==> config.mk <==
export PLATFORM = sky130hd
export DESIGN_NAME = uart_tx_word_flat
export DESIGN_NICKNAME = d
export VERILOG_FILES = /design/src/rtl/uart_pkg.sv /design/src/rtl/uart_tx_word_if.sv /design/src/rtl/uart_baud_gen.sv /design/src/rtl/uart_tx_word.sv /design/src/flat_wrapper.sv
export SDC_FILE = /design/constraint.sdc
export NUM_CORES = 1
export LEC_CHECK = 0
export ABC_AREA = 0
export BUFFER_PORTS_ARGS = -buffer_cell sky130_fd_sc_hd__clkbuf_2
export CAP_MARGIN = 20
export CORE_MARGIN = 2
export CORE_UTILIZATION = 50
export CTS_BUF_LIST = sky130_fd_sc_hd__clkbuf_8
export DETAILED_ROUTE_END_ITERATION = 8
export PLACE_DENSITY_LB_ADDON = 0.2
export SETUP_SLACK_MARGIN = 0.15
export SYNTH_ARGS = -nofsm -noshare
export SYNTH_HDL_FRONTEND = slang
export SYNTH_SLANG_ARGS = --single-unit
==> constraint.sdc <==
create_clock -name clk_i -period 1.91 [get_ports clk_i]
set_input_delay 0.191 -clock clk_i [delete_from_list [all_inputs] [get_ports clk_i]]
set_output_delay 0.191 -clock clk_i [all_outputs]
set_load 0.05 [all_outputs]
==> src/rtl/uart_pkg.sv <==
// Shared types and constants for the word-wide UART transmitter.
package uart_pkg;

    typedef enum logic [1:0] {
        IDLE  = 2'd0,
        START = 2'd1,
        DATA  = 2'd2,
        STOP  = 2'd3
    } uart_state_t;

    localparam int CLKS_PER_BIT_DEF = 868;  // 100 MHz / 115200 baud
    localparam int FRAME_W          = 8;

endpackage

==> src/rtl/uart_tx_word_if.sv <==
// Request/status bundle between a word source and uart_tx_word.
interface uart_tx_word_if #(
    parameter int W = 32
);
    logic         start_i;
    logic [W-1:0] data_i;
    logic         tx_o;
    logic         busy_o;
    logic         done_o;

    modport master (output start_i, data_i, input tx_o, busy_o, done_o);
    modport slave  (input start_i, data_i, output tx_o, busy_o, done_o);
endinterface

==> src/rtl/uart_baud_gen.sv <==
// Bit-time counter: ticks on the last cycle of each bit, held at zero while disabled.
module uart_baud_gen
    import uart_pkg::*;
#(
    parameter int CLKS_PER_BIT = CLKS_PER_BIT_DEF
) (
    input  logic clk_i,
    input  logic rst_i,
    input  logic en,
    output logic tick
);
    localparam int CW = (CLKS_PER_BIT > 1) ? $clog2(CLKS_PER_BIT) : 1;

    logic [CW-1:0] cnt;

    assign tick = en && (cnt == CW'(CLKS_PER_BIT - 1));

    always_ff @(posedge clk_i or posedge rst_i) begin
        if (rst_i)
            cnt <= '0;
        else if (!en || tick)
            cnt <= '0;
        else
            cnt <= cnt + 1'b1;
    end
endmodule

==> src/rtl/uart_tx_word.sv <==
// Serializes a W-bit word as W/8 back-to-back 8N1 frames, least-significant byte first.
module uart_tx_word
    import uart_pkg::*;
#(
    parameter int W            = 32,
    parameter int CLKS_PER_BIT = CLKS_PER_BIT_DEF
) (
    input  logic            clk_i,
    input  logic            rst_i,
    uart_tx_word_if.slave   bus
);
    localparam int NBYTES = W / FRAME_W;
    localparam int BIT_W  = $clog2(FRAME_W);
    localparam int BYTE_W = (NBYTES > 1) ? $clog2(NBYTES) : 1;

    uart_state_t       state, state_n;
    logic [W-1:0]      shreg, shreg_n;
    logic [BIT_W-1:0]  bit_idx, bit_idx_n;
    logic [BYTE_W-1:0] byte_idx, byte_idx_n;
    logic              tx, tx_n;
    logic              done, done_n;
    logic              tick;
    logic              last_bit, last_byte;

    uart_baud_gen #(.CLKS_PER_BIT(CLKS_PER_BIT)) u_baud (
        .clk_i (clk_i),
        .rst_i (rst_i),
        .en    (state != IDLE),
        .tick  (tick)
    );

    assign last_bit  = (bit_idx == BIT_W'(FRAME_W - 1));
    assign last_byte = (byte_idx == BYTE_W'(NBYTES - 1));

    always_ff @(posedge clk_i or posedge rst_i) begin
        if (rst_i) begin
            state    <= IDLE;
            shreg    <= '0;
            bit_idx  <= '0;
            byte_idx <= '0;
            tx       <= 1'b1;
            done     <= 1'b0;
        end else begin
            state    <= state_n;
            shreg    <= shreg_n;
            bit_idx  <= bit_idx_n;
            byte_idx <= byte_idx_n;
            tx       <= tx_n;
            done     <= done_n;
        end
    end

    always_comb begin
        state_n    = state;
        shreg_n    = shreg;
        bit_idx_n  = bit_idx;
        byte_idx_n = byte_idx;
        done_n     = 1'b0;
        unique case (state)
            IDLE: begin
                if (bus.start_i) begin
                    state_n    = START;
                    shreg_n    = bus.data_i;
                    bit_idx_n  = '0;
                    byte_idx_n = '0;
                end
            end
            START: begin
                if (tick)
                    state_n = DATA;
            end
            DATA: begin
                if (tick) begin
                    // One shift per data bit, so the next byte lands in [7:0] after eight.
                    shreg_n   = {1'b0, shreg[W-1:1]};
                    bit_idx_n = last_bit ? '0 : bit_idx + 1'b1;
                    if (last_bit)
                        state_n = STOP;
                end
            end
            STOP: begin
                if (tick) begin
                    byte_idx_n = last_byte ? '0 : byte_idx + 1'b1;
                    state_n    = last_byte ? IDLE : START;
                    done_n     = last_byte;
                end
            end
            default: state_n = IDLE;
        endcase

        // Line value is registered, so derive it from where the FSM is heading.
        unique case (state_n)
            START:   tx_n = 1'b0;
            DATA:    tx_n = shreg_n[0];
            default: tx_n = 1'b1;
        endcase
    end

    assign bus.tx_o   = tx;
    assign bus.busy_o = (state != IDLE);
    assign bus.done_o = done;
endmodule

==> src/flat_wrapper.sv <==
// flat-port wrapper written by rule: the top's interface ports become plain ports
module uart_tx_word_flat import uart_pkg::*;
#(
    parameter int W            = 32,
    parameter int CLKS_PER_BIT = CLKS_PER_BIT_DEF
)
  (clk_i, rst_i, bus_start_i, bus_data_i, bus_tx_o, bus_busy_o, bus_done_o);
  uart_tx_word_if #(.W(W)) bus_i ();
  input  logic clk_i;
  input  logic rst_i;
  input wire logic [$bits(bus_i.start_i)-1:0] bus_start_i;
  input wire logic [$bits(bus_i.data_i)-1:0] bus_data_i;
  output wire logic [$bits(bus_i.tx_o)-1:0] bus_tx_o;
  output wire logic [$bits(bus_i.busy_o)-1:0] bus_busy_o;
  output wire logic [$bits(bus_i.done_o)-1:0] bus_done_o;
  assign bus_i.start_i = bus_start_i;
  assign bus_i.data_i = bus_data_i;
  assign bus_tx_o = bus_i.tx_o;
  assign bus_busy_o = bus_i.busy_o;
  assign bus_done_o = bus_i.done_o;
  uart_tx_word #(.W(W), .CLKS_PER_BIT(CLKS_PER_BIT)) u_core (.clk_i(clk_i), .rst_i(rst_i), .bus(bus_i));
endmodule
Word-level counts from Yosys, hierarchy flattened
Index checks and enable logic that the tools add are counted.
{ "classes": {"n_addsub": 3, "eq_ne": 11, "mux": 22, "reduce_logical": 9} }
{ "op_table": {"columns": ["cell", "count"], "rows": [
  ["$mux W32", 2],
  ["$pmux W32 S2", 1],
  ["$mux W2", 8],
  ["$add A10 B1 Y10 const B", 1],
  ["$eq A10 B10 Y1 const B", 1],
  ["$mux W10", 1],
  ["$mux W3", 3],
  ["$eq A2 B2 Y1 const B", 4],
  ["$pmux W2 S4", 1],
  ["$ne A2 B2 Y1 const B", 3],
  ["$pmux W3 S2", 1],
  ["$reduce_and A3 Y1", 2],
  ["$reduce_bool A2 Y1", 3],
  ["$eq A2 B1 Y1 const B", 2],
  ["$pmux W2 S2", 1],
  ["$add A3 B1 Y3 const B", 1],
  ["$eq A3 B3 Y1 const B", 1],
  ["$mux W1", 3],
  ["$add A2 B1 Y2 const B", 1],
  ["$logic_not A2 Y1", 1],
  ["$pmux W1 S2", 1],
  ["$logic_and A1 B1 Y1", 1],
  ["$logic_not A1 Y1", 1],
  ["$logic_or A1 B1 Y1", 1]
]} }
{ "totals": {"regBits": 51, "in_bits": 35, "elab_cells": 53} }

Longest topological paths before layout
{ "depth": {"depth_word": 6, "mapped_depth": 8, "ltp_nobuf": 6} }

Hierarchy
A second synthesis with hierarchy kept.
{ "hier_totals": {"cells_unflattened": 214, "hier_area_um2": 2526.2} }
{ "modules_own_cells": {"columns": ["module", "n_inst", "cells_each", "area_each_um2", "seq_area_each_um2"], "rows": [
  ["uart_tx_word", 1, 160, 2004.4, 1027.2],
  ["uart_baud_gen", 1, 54, 521.8, 250.2]
]} }

Worst setup path after synthesis
No wires, ideal clock.
{ "synth_timing": {"path_kind": "reg-to-reg", "startpoint": "register u_core.u_baud.cnt[0]", "endpoint": "register u_core.state[0]", "setup_time_ps": 126, "arrival_ps": 1923, "t_required_ps": 1784, "slack_ps": -139, "path_stages_with_launch": 6, "path_cell_list": "dfrtp_1 ha_1 or4b_4 or3_1 buf_6 a221o_1"} }
{ "synth_via": {"elab_chain_len": 4, "word_cells_on_any_way": 6, "cone_classes": "eq/ne: 1; mux: 4; reduce/logical: 1"} }
{ "synth_rtl": {"columns": ["item", "line_no", "source"], "rows": [
  ["start, declared", "uart_baud_gen.sv:14", "logic [CW-1:0] cnt;"],
  ["start signal, assigned", "uart_baud_gen.sv:24", "cnt <= cnt + 1'b1;"],
  ["$eq A10 B10 Y1 *", "uart_baud_gen.sv:16", "assign tick = en && (cnt == CW'(CLKS_PER_BIT - 1));"],
  ["$logic_and A1 B1 Y1 *", "uart_baud_gen.sv:16", null],
  ["$mux W2 (on tied branches)", "uart_tx_word.sv:82, uart_tx_word.sv:69, uart_tx_word.sv:73", null],
  ["$pmux W2 S4 *", "uart_tx_word.sv:59", "unique case (state)"],
  ["via u_core.state_n[0]", "uart_tx_word.sv:16", "uart_state_t state, state_n;"],
  ["end signal, assigned", "uart_tx_word.sv:44", "state <= state_n;"],
  ["end, declared", "uart_tx_word.sv:16", null]
]} }
The timed path passes the listed nets; every way through them passes the cells marked *.
A chain may end at the register's enable or synchronous reset.

Final worst setup path
Ends and elaborated chain as after synthesis.

==> out/metrics.yaml <==
layout-drive-gt1-share_pct: 45.4
cell_area_after_synthesis_um2: 2360
route.detailed.vias_per_inst: 5.53
worstSetupPathType: "flip-flop to flip-flop"
fp.dieArea_um2: 5280
grt_overflow: 0
hold_ws_ns: 0.121
fin_worst_skew_ns: 0.00701
timing_worst_slew_pin_value_ns: 0.543
drt_pre_antenna_iters: 4
port_buffers: 37
async_flop_share_pct: 100
finish.net_count: 333
cp_data_required_time_ns: 2.09
tritoncts: "done"
core.rowCount: 24
synth-edff-count: 0
grt.total_usage_pct: 20.4
achievable-frequency_ghz: 0.499
effective_utilization_at_floorplan_pct: 53.0
fin_total_pwr_w: 0.00288
initial_antenna_violation_count: 0
number_of_placed_instances_with_taps_included: 330
critPathMaxFanout: 7
synth_largest_type_area_fraction_pct: 53.1
leakage_nw: 1.58
grt_start_max_net_pins: 32
ctsHtreeMaxLevel: 2
cts_made_buffers: 5
synthDistinctLibCells: 42
hpwl_um: 3150
core-area_um2: 4440
post-route-min-period_ns: 2.00
syn_area_per_cell_um2: 9.95
clock_insertion_delay_at_the_later_pin_of_the_skew_report_ns: 0.30
clock_slew_seen_by_the_registers_of_the_worst_setup_and_hold_paths_ns: 0.09
post_detailed_routing_wire_length_um: 5330
drt-initial-drc-count: 139
wire_length_of_the_first_global_routing_pass_um: 8510
gp_routability_congestion: 0.806
synth_seq_area_share_pct: 54.2
filler_cell_count: 345
power.density_cell_area_nw_per_um2: 900
cts.root.buffer_cell: "clkbuf_8"
clock_sinks: 51
post-route-util_pct: 71.9
finalInstanceArea_um2: 3200
violated_checks: "setup timing"
final-hold-violation-count: 0
crit_arrival_ns: 2.18
critPathCaptureType: "flip-flop"
postLayoutSetupSlackWorst_ns: -0.0946
fp.dieH_um: 72.7
max-cap-violations: 0
synth_area_leader_cell: "dfrtp_1"
rsz0062_at_grt: "true"
die_x_um: 72.7
maxSlewViolCount: 0
via_count_of_the_first_global_routing_pass: 1847
yosys_synthesis_warning_count: 0
outcome: "complete, but fails checks"
diodes_inserted: 0
detail_route.drc_violations: 0
drt.antenna.violating_nets: 0
mappedNetlistNets: 276
worst_case_clock_buffer_depth: 2
routed-via-count: 1918
top_cells_by_area_synth: "dfrtp_1, nand2_1, a22oi_1"
timing.max_slew.rel_slack_pct: 63.7
ys.flop_type: "dfrtp_1"
area_delta_synth_final_pct: 35.6
fin_crit_sh_pct: 105
avgRoutedWirePerCell_um: 15.4
peakVddDrop_mv: 0.533
netlist_instances: 237
timing.final.setup_violations: 21
most_common_cell_after_layout_fill_and_taps_aside: "dfrtp_1"
cp-start-kind: "flip-flop"
post_layout_nonfiller_instances: 347
layout.cells.most_common_list: "dfrtp_1, clkbuf_2, nand2_1, a22oi_1, nand2_2"
synth_seq_cells: 51
hold_path.class: "input pin to flip-flop"
num_io_pins: 38
dpl_cell_area_um2: 2680
==> worst paths after layout <==
check,start,endpoint,slack [ns],cells after the start
setup / recovery,u_core.u_baud.cnt[0]$_DFF_PP0_,u_core.state[0]$_DFF_PP0_,-0.09,4
min in group asynchronous,rst_i,u_core.shreg[26]$_DFFE_PP0P_,0.46,3
max in group asynchronous,rst_i,u_core.bus.tx_o$_DFF_PP1_,0.79,4
hold reg to reg,u_core.shreg[19]$_DFFE_PP0P_,u_core.shreg[19]$_DFFE_PP0P_,0.50,2
setup reg to reg,u_core.u_baud.cnt[0]$_DFF_PP0_,u_core.state[0]$_DFF_PP0_,-0.09,4
hold / removal,bus_data_i[22],u_core.shreg[22]$_DFFE_PP0P_,0.12,3
==> critical path, stage by stage (launching register included) <==
cell	delay [ns]
dfrtp_1	0.40
ha_4	0.14
or4b_4	0.50
or3_4	0.49
a221o_1	0.36
==> metal layers <==
| metal | part of all wire (%) | vias to the layer above | GRT usage, % | routed length, um |
|---|---|---|---|---|
| li1 | - | 933 | - | - |
| met3 | 3.2 | 5 | 3.31 | 170 |
| met4 | 0.98 | 0 | 5.97 | 52 |
| met2 | 49 | 37 | 31.6 | 2600 |
| met5 | 0 | - | 0 | 0 |
| met1 | 47 | 943 | 29.7 | 2500 |
==> cell type report <==
class / count / area, um2 / area share (%)
inverters: 4 / 15.0 / 0.470
clock buffers: 7 / 96.3 / 3.01
flip-flops and latches: 51 / 1280 / 40.0
clock inverters: 1 / 7.51 / 0.235
repair buffers: 62 / 453 / 14.2
well taps: 52 / 65.1 / 2.04
multi-input cells: 170 / 1280 / 40.1
==> Yosys cell counts, types with 2 or more instances <==
cell type / count
clkbuf_1: 7
ha_1: 4
buf_2: 2
clkbuf_8: 2
nand3_1: 6
buf_6: 2
a21oi_1: 3
and3_1: 3
nor3_1: 3
o21ai_0: 2
nor4_1: 2
nor3_2: 2
xor2_1: 6
a22oi_1: 30
nor2_1: 11
dfrtp_1: 50
xnor2_1: 3
inv_1: 4
nand2_1: 71
nand2b_1: 2
==> metrics by stage <==
step / worst slack (ns) / TNS, ns
2_1_floorplan: -0.0790 / -0.128
3_3_place_gp: -0.0610 / -0.545
3_5_place_dp: -0.106 / -2.01
4_1_cts: -0.0159 / -0.0288
5_1_grt: -0.159 / -3.29
6_report: -0.0946 / -0.434
==> registers in the layout, indices dropped and copies added, names as in the netlist <==
| register | count |
|---|---|
| u_core.bit_idx | 3 |
| u_core.byte_idx | 2 |
| u_core.shreg | 32 |
| u_core.bus.done_o | 1 |
| u_core.u_baud.cnt | 10 |
| u_core.bus.tx_o | 1 |
| u_core.state | 2 |
==> power by group <==
part / switching [W] / internal [W] / total (W)
Combinational: 0.000306 / 0.000380 / 0.000686
Clock: 0.000351 / 0.000330 / 0.000682
Sequential: 0.000200 / 0.00131 / 0.00151
Total: 0.000857 / 0.00202 / 0.00288
==> cell families after synthesis <==
group,count (synthesis),share of synthesized area (%)
buffers and inverters,17,4.30
DFF,51,54.2
muxes,2,0.902
AOI/OAI and AO/OA,44,13.7
adders and majority gates,4,2.12
xor gates and xnor gates,9,3.34
and+or+nand+nor,110,21.4
==> what timing repair did <==
action / 4_1_cts / 5_1_grt
setup endpoints to repair: 50 / 51
endpoints found under the hold margin: 25 / 0
gates resized for setup: 43 / 42
cloned: 2 / 4
setup buffers: 1 / 1
pin swaps: 15 / 8
hold buffers: 1 / 0
Power figures use the tool's default switching activity.
